===== src/rtl/mem_arbiter.sv =====
// mem_arbiter: shares one single-port memory between two masters.
// Option: define MEM_ARB_FIXED_PRIO_EN for strict port-0 priority.
module mem_arbiter #(
    parameter int WIDTH = 8,
    parameter int LENGTH = 256,
    localparam int ADDR_WIDTH = $clog2(LENGTH)
) (
    input  logic                  clk,
    input  logic                  rst_n,
    input  logic                  req0,
    input  logic                  we0,
    input  logic [ADDR_WIDTH-1:0] a0,
    input  logic [WIDTH-1:0]      wd0,
    output logic                  ack0,
    output logic [WIDTH-1:0]      rd0,
    input  logic                  req1,
    input  logic                  we1,
    input  logic [ADDR_WIDTH-1:0] a1,
    input  logic [WIDTH-1:0]      wd1,
    output logic                  ack1,
    output logic [WIDTH-1:0]      rd1,
    output logic [1:0]            gnt,
    output logic                  mem_we,
    output logic [ADDR_WIDTH-1:0] mem_a,
    output logic [WIDTH-1:0]      mem_wd,
    input  logic [WIDTH-1:0]      mem_rd
);

    logic             r_ack0;
    logic             r_ack1;
    logic             r_last_gnt;
    logic [WIDTH-1:0] r_rd0;
    logic [WIDTH-1:0] r_rd1;

    logic w_elig0;
    logic w_elig1;
    logic w_pick0;
    logic w_pick1;
    logic w_gnt0;
    logic w_gnt1;

`ifdef MEM_ARB_FIXED_PRIO_EN
    // last_gnt is tracked but plays no part in the decision here
    logic w_unused_last;
    assign w_unused_last = r_last_gnt;
`endif

    // Eligibility and arbitration; a port in its ack cycle sits out
    always_comb begin
        w_elig0 = req0 & ~r_ack0;
        w_elig1 = req1 & ~r_ack1;
`ifdef MEM_ARB_FIXED_PRIO_EN
        w_pick0 = w_elig0;
        w_pick1 = w_elig1 & ~w_elig0;
`else
        w_pick0 = w_elig0 & (~w_elig1 | r_last_gnt);
        w_pick1 = w_elig1 & (~w_elig0 | ~r_last_gnt);
`endif
        // No grant while in reset, so release never commits a write
        w_gnt0 = w_pick0 & rst_n;
        w_gnt1 = w_pick1 & rst_n;
    end

    // Steer the winning port onto the memory pins; idle shows port 0
    always_comb begin
        mem_a  = a0;
        mem_wd = wd0;
        mem_we = we0 & w_gnt0;
        if (w_gnt1) begin
            mem_a  = a1;
            mem_wd = wd1;
            mem_we = we1;
        end
    end

    // Ack pulse and read-data capture for the granted port
    always_ff @(posedge clk or negedge rst_n) begin
        if (!rst_n) begin
            r_ack0 <= 1'b0;
            r_ack1 <= 1'b0;
            r_rd0  <= '0;
            r_rd1  <= '0;
        end else begin
            r_ack0 <= w_gnt0;
            r_ack1 <= w_gnt1;
            if (w_gnt0) begin
                r_rd0 <= mem_rd;
            end
            if (w_gnt1) begin
                r_rd1 <= mem_rd;
            end
        end
    end

    // Remember the last winner; reset favours port 0 on the first tie
    always_ff @(posedge clk or negedge rst_n) begin
        if (!rst_n) begin
            r_last_gnt <= 1'b1;
        end else if (w_gnt0 | w_gnt1) begin
            r_last_gnt <= w_gnt1;
        end
    end

    assign gnt  = {w_gnt1, w_gnt0};
    assign ack0 = r_ack0;
    assign ack1 = r_ack1;
    assign rd0  = r_rd0;
    assign rd1  = r_rd1;

endmodule


===== config.mk =====
export PLATFORM = sky130hd
export DESIGN_NAME = mem_arbiter
export DESIGN_NICKNAME = d
export VERILOG_FILES = /design/src/rtl/mem_arbiter.sv
export SDC_FILE = /design/constraint.sdc
export NUM_CORES = 1
export LEC_CHECK = 0
export ABC_AREA = 1
export BUFFER_PORTS_ARGS = -buffer_cell sky130_fd_sc_hd__buf_2
export CAP_MARGIN = 40
export CORE_ASPECT_RATIO = 0.8
export CORE_MARGIN = 3
export CORE_UTILIZATION = 42
export CTS_CLUSTER_SIZE = 28
export DETAILED_ROUTE_END_ITERATION = 7
export HOLD_SLACK_MARGIN = 0.08
export PLACE_DENSITY = 0.84
export REMOVE_ABC_BUFFERS = 1
export SLEW_MARGIN = 30
export SYNTH_ARGS = -nofsm -noshare
export SYNTH_HDL_FRONTEND = slang
export SYNTH_SLANG_ARGS = --single-unit

===== constraint.sdc =====
create_clock -name clk -period 2.6 [get_ports clk]
set_input_delay 0.26 -clock clk [delete_from_list [all_inputs] [get_ports clk]]
set_output_delay 0.26 -clock clk [all_outputs]
set_load 0.01 [all_outputs]

==> results.sh, run 1 <==
export IMPL_status="finished, final reports clean"
export IMPL_yosysSeqAreaShare_pct=45.1
export IMPL_ios=83
export IMPL_cts_tree="yes"
export IMPL_syn_to_final_growth_pct=41.3
export IMPL_worst_slew_pin_slew_ns=0.648
export IMPL_cpPeakStageDelay_ns=0.52
export IMPL_leakagePower_nw=0.948
export IMPL_fin_util_pct=65.8
export IMPL_nNetsFinal=269
export IMPL_end_kind="primary output"
export IMPL_rsz0062_at_grt="false"
export IMPL_cts_sinks=19
export IMPL_netSwitchingFraction_pct=35.7
export IMPL_synthDistinctLibCells=15
export IMPL_gr_usage_all_layers_pct=18.6
export IMPL_final_cell_mix="buf_2 (82), nand2_1 (66), nand3_1 (34)"
export IMPL_p_seq_share_pct=46.0
export IMPL_viasPerCell=4.57
export IMPL_ant_nets=0
export IMPL_crit_slowest_cell="dlygate4sd3_1"
export IMPL_cp_cell_sequence="dlygate4sd3_1 -> buf_2 -> inv_2 -> nor2_1 -> nand2_2 -> inv_1 -> buf_2"
export IMPL_grt_overflow_total=0
export IMPL_intPower_uw=544
export IMPL_hold_class="primary input to flip-flop"
export IMPL_place_inst=251
export IMPL_drt_wl_total_mm=2.98
export IMPL_grt_start_max_net_pins=27
export IMPL_hold_violations=0
export IMPL_mostFrequentLayoutCell="buf_2"
export IMPL_core_area_sq_um=2270
export IMPL_cp_start_kind="primary input"
export IMPL_ir_worst_vdd_mv=0.400
export IMPL_wl_per_cell_microns=11.6
export IMPL_timing_final_ws_setup_ns=0.356
export IMPL_die_h_microns=50.9
export IMPL_drt_initial_drc_count=55
export IMPL_avgSynthCellArea_sq_um=7.45
export IMPL_synthCells=142
export IMPL_ys_ff_latch=19
export IMPL_relSlewSlack_pct=56.7
export IMPL_critPathMostFrequentCell="buf_2"
export IMPL_postCtsHoldBufs=1
export IMPL_cts_made_buffers=3
export IMPL_cts_resized=0
export IMPL_finalNonFillerCells=256
export IMPL_power_share_clock_pct=17.5
export IMPL_cts_path_max_buffers=2
export IMPL_path_class="primary input to primary output"
export IMPL_dr_pass1_iters=4
export IMPL_p_per_area_nw_per_um2=567
export IMPL_grt_pass1_wl_mm=4.42
export IMPL_post_route_period_util_pct=86.3
export IMPL_power_switching_uw=303
export IMPL_cts_htree_levels=1
export IMPL_die_w_microns=62.1
export IMPL_drive_gt1_share_pct=43.7
export IMPL_via_count=1169
export IMPL_comb_power_share_pct=36.5
export IMPL_post_cts_setup_buffers=0
export IMPL_yosys_warnings=0
export IMPL_dieArea_sq_um=3160
export IMPL_crit_fanout=11
export IMPL_fmax_ghz=0.446
export IMPL_worstSkewPairLatency_ns=0.29
export IMPL_crit_arrival_ns=1.98
export IMPL_pre_cts_ws_ns=0.844
export IMPL_rows=15
export IMPL_max_cap_violations=0
export IMPL_syn_cell_area_sq_um=1060
export IMPL_floorplan_initialDensity_pct=46.6
export IMPL_drv_slew=0
export IMPL_setup_viol=0
export IMPL_clockRootBuffer="clkbuf_4"
export IMPL_antenna_found_initial=0
export IMPL_grt_pass1_vias=1009
export IMPL_remaining_drc_errors=0
export IMPL_antennaDiodeCount=0
export IMPL_required_ns=2.34
export IMPL_clock_skew_ns=0.00131
export IMPL_period_minus_slack_ns=2.24
export IMPL_place_port_buffers=82
export IMPL_fill_cells=223
export IMPL_dpl_hpwl_mm=2.36
export IMPL_tns_ns=0
export IMPL_clkSlewWorstSetupHoldPaths_ns=0.10
export IMPL_globalplace_congestion=0.811
[worst paths after layout]
path                            from          to  depth (start not counted)  slack, ns
min reg2reg                   rd1[3]      rd1[3]                          2       0.48
min in group asynchronous      rst_n      rd0[0]                          3       0.47
max                            rst_n      gnt[0]                          7       0.36
max in group asynchronous      rst_n  r_last_gnt                          3       1.87
min                        mem_rd[6]      rd0[6]                          3       0.21
max reg2reg                     ack0      rd0[5]                          6       1.04
[metal layers]
metal  GRT usage [%]  vias to the layer above  part of all wire [%]
met5               0                        -                     0
met4            2.12                        0                     0
met3            6.57                        0                   5.9
met2            28.6                       34                    48
met1            25.8                      523                    46
li1                -                      612                     -
[state kept, by name (all words and copies together), names as in the netlist]
name        flops
ack0            1
ack1            1
r_last_gnt      1
rd0             8
rd1             8
[critical path: cells and delay by family]
kind | cells | cell delay (ns)
and+or+nand+nor | 2 | 0.76
buffers and inverters | 5 | 0.97
[cell usage after synthesis]
cell type | n | area, sq um
nand2_2 | 2 | 12.5
inv_1 | 3 | 11.3
nor2_8 | 1 | 20.0
dfstp_2 | 1 | 26.3
nand2_4 | 1 | 11.3
nand2_1 | 66 | 248
o21ai_1 | 1 | 5.00
buf_6 | 2 | 22.5
dfrtp_1 | 18 | 450
nand3_1 | 34 | 170
buf_4 | 4 | 30.0
nand3_2 | 2 | 20.0
nor2_1 | 1 | 3.75
buf_2 | 3 | 15.0
inv_2 | 3 | 11.3
[stage by stage]
stage	power (mW)	hold WS, ns	area (sq um)
detailed placement	0.706	0.264	1460
global placement	0.701	0.253	1460
CTS	0.851	0.209	1490
floorplan	0.549	-0.0356	990
global route	0.908	0.217	1490
finish	0.847	0.214	1490
[final cells by class]
cell class,instances,area [sq um],share of cell area [%]
well taps,34,42.5,2.85
flip-flops and latches,19,477,31.9
inverters,6,22.5,1.51
multi-input cells,108,490,32.8
repair buffers,85,435,29.1
clock buffers,4,26.3,1.76
[cell families after synthesis]
| group | count (synthesis) | synth area share (%) |
|---|---|---|
| and+or+nand+nor | 107 | 45.9 |
| buffers and inverters | 15 | 8.52 |
| DFF | 19 | 45.1 |
| AOI/OAI and AO/OA | 1 | 0.473 |
[power by group through the flow]
stage	Sequential, mW	Clock, mW	Combinational (mW)
2_1_floorplan	0.422	0	0.127
3_3_place_gp	0.394	0	0.307
3_5_place_dp	0.393	0	0.313
4_1_cts	0.389	0.149	0.314
5_1_grt	0.398	0.161	0.349
6_report	0.389	0.148	0.309
(Power assumes the default switching activity.)
==> run 2, diff against run 1 <==
--- a/config.mk
+++ b/config.mk
@@ -5,16 +5,15 @@
 export SDC_FILE = /design/constraint.sdc
 export NUM_CORES = 1
 export LEC_CHECK = 0
-export ABC_AREA = 1
 export BUFFER_PORTS_ARGS = -buffer_cell sky130_fd_sc_hd__buf_2
 export CAP_MARGIN = 40
 export CORE_ASPECT_RATIO = 0.8
 export CORE_MARGIN = 3
-export CORE_UTILIZATION = 42
+export CORE_UTILIZATION = 41
 export CTS_CLUSTER_SIZE = 28
 export DETAILED_ROUTE_END_ITERATION = 7
 export HOLD_SLACK_MARGIN = 0.08
-export PLACE_DENSITY = 0.84
+export PLACE_DENSITY = 0.83
 export REMOVE_ABC_BUFFERS = 1
 export SLEW_MARGIN = 30
 export SYNTH_ARGS = -nofsm -noshare
==> results.sh, run 2 <==
export IMPL_ir_worst_vdd_mv=0.481
export IMPL_ys_flop_type="dfrtp_1"
export IMPL_cts_tree="yes"
export IMPL_antennaDiodeCount=0
export IMPL_die_w_microns=62.1
export IMPL_drv_slew=0
export IMPL_cp_start_kind="primary input"
export IMPL_synth_top_area_share_pct=43.6
export IMPL_wl_per_cell_microns=13.8
export IMPL_viasPerCell=4.63
export IMPL_clkSlewWorstSetupHoldPaths_ns=0.10
export IMPL_antenna_found_initial=0
export IMPL_place_port_buffers=82
export IMPL_clock_skew_ns=0.00238
export IMPL_relSlewSlack_pct=61.3
export IMPL_crit_fanout=26
export IMPL_synth_commonest_cells="dfrtp_1 (18), mux2_4 (18), mux2_2 (14)"
export IMPL_ant_nets=0
export IMPL_syn_cell_area_sq_um=1030
export IMPL_hold_depth=2
export IMPL_path_class="primary input to primary output"
export IMPL_synth_area_leaders="dfrtp_1 (44%), mux2_4 (26%), mux2_2 (15%)"
export IMPL_ys_ff_latch=19
export IMPL_cts_htree_levels=1
export IMPL_gr_usage_all_layers_pct=15.9
export IMPL_reg2reg_slack_ns=1.01
export IMPL_post_cts_setup_buffers=0
export IMPL_setup_viol=0
export IMPL_fmax_ghz=0.437
export IMPL_synth_largest_area_cell="dfrtp_1"
export IMPL_synthCells=64
export IMPL_synth_edf_count=0
export IMPL_rr_endpoint="rd1[6]"
export IMPL_yosys_warnings=0
export IMPL_floorplan_initialDensity_pct=45.5
export IMPL_syn_to_final_growth_pct=44.2
export IMPL_drt_wl_total_mm=2.51
export IMPL_r2r_cells=3
export IMPL_clockRootBuffer="clkbuf_4"
export IMPL_rows=15
export IMPL_die_h_microns=50.9
export IMPL_synthDistinctLibCells=15
export IMPL_grt_overflow_total=0
export IMPL_crit_arrival_ns=2.03
export IMPL_final_cell_mix="buf_2 (82), mux2_4 (18), dfrtp_1 (18)"
export IMPL_max_cap_violations=0
export IMPL_hold_violations=0
export IMPL_tns_ns=0
export IMPL_cts_sinks=19
export IMPL_worstSkewPairLatency_ns=0.29
export IMPL_drive_gt1_share_pct=84.5
export IMPL_required_ns=2.34
export IMPL_grt_start_max_net_pins=27
export IMPL_leakagePower_nw=0.841
export IMPL_timing_rr_start="ack0"
export IMPL_whs_endpoint="rd0[7]"
export IMPL_worst_slew_pin_slew_ns=0.579
export IMPL_post_route_period_util_pct=87.9
export IMPL_async_reset_ff_share_pct=100
export IMPL_yosysSeqAreaShare_pct=46.2
export IMPL_hp_start="mem_rd[7]"
export IMPL_mostFrequentLayoutCell="buf_2"
export IMPL_via_count=842
export IMPL_dieArea_sq_um=3160
export IMPL_dr_pass1_iters=3
export IMPL_grt_pass1_vias=875
export IMPL_avgSynthCellArea_sq_um=16.1
export IMPL_rsz0062_at_grt="false"
export IMPL_core_area_sq_um=2270
export IMPL_drt_initial_drc_count=13
export IMPL_p_per_area_nw_per_um2=588
export IMPL_end_kind="primary output"
export IMPL_p_total_uw=875
export IMPL_globalplace_congestion=0.728
export IMPL_grt_pass1_wl_mm=4.00
export IMPL_nNetsFinal=195
export IMPL_status="finished, final reports clean"
export IMPL_ios=83
export IMPL_period_minus_slack_ns=2.29
export IMPL_hold_class="primary input to flip-flop"
export IMPL_cts_path_max_buffers=2
export IMPL_cts_made_buffers=3
export IMPL_remaining_drc_errors=0
## run 2: area by class of cell
cell class | instances | area, sq um
clock buffers | 3 | 22.5
clock inverters | 1 | 5.00
fillers | 184 | 782
inverters | 1 | 3.75
multi-input cells | 40 | 510
flip-flops and latches | 19 | 477
well taps | 34 | 42.5
repair buffers | 84 | 428
## run 2: worst max path at each step
stage | start | depth (start not counted) | to | slack (ns)
after global routing | rst_n | 7 | mem_we | 0.17
after floorplan | ack0 | 3 | mem_a[0] | 0.94
final | rst_n | 5 | mem_wd[5] | 0.31
after detailed placement | ack0 | 4 | mem_wd[5] | 0.75
after global placement | req0 | 5 | mem_wd[2] | 0.78
after CTS | rst_n | 5 | mem_wd[5] | 0.30
## run 2: routing by layer
| metal | track usage, % | part of all wire [%] |
|---|---|---|
| met5 | 0 | 0 |
| met4 | 1.10 | 0 |
| met3 | 8.13 | 12 |
| met2 | 29.1 | 50 |
| met1 | 17.3 | 38 |
## run 2: metrics by stage
| stage | hold WS (ns) | util [%] | cells | setup slack, ns | instance area, sq um |
|---|---|---|---|---|---|
| 2_1_floorplan | -0.0356 | - | 60 | 0.938 | 991 |
| 3_3_place_gp | 0.301 | 63.9 | 177 | 0.778 | 1450 |
| 3_5_place_dp | 0.297 | 63.9 | 177 | 0.752 | 1450 |
| 4_1_cts | 0.198 | 65.6 | 182 | 0.303 | 1490 |
| 5_1_grt | 0.194 | 65.6 | 182 | 0.175 | 1490 |
| 6_report | 0.210 | 65.6 | 182 | 0.313 | 1490 |
## run 2: what timing repair did
item / CTS / global route
hold buffers: 1 / 0
resized for setup: 0 / 0
endpoints found under the hold margin: 18 / 0
## run 2: worst max-delay path, stage by stage
cell and delay, ns:
dlygate4sd3_1 0.53, buf_2 0.14, nand4b_4 0.48, mux2_4 0.47, buf_2 0.14
## run 2: kinds of logic (layout without fill, tap and decap cells)
kind of cell           after synthesis  in the layout  synth area share (%)
AOI/OAI and AO/OA                    1              1                 0.849
muxes                               32             32                  41.5
buffers and inverters                5             89                  4.36
DFF                                 19             19                  46.2
and+or+nand+nor                      7              7                  7.15
## run 2: where the power goes
part	internal, mW	total [mW]	leakage, nW	switching [mW]
Combinational	0.185	0.330	0.599	0.145
Clock	0.0572	0.142	0.0177	0.0849
Sequential	0.366	0.403	0.225	0.0370
Total	0.608	0.875	0.841	0.267
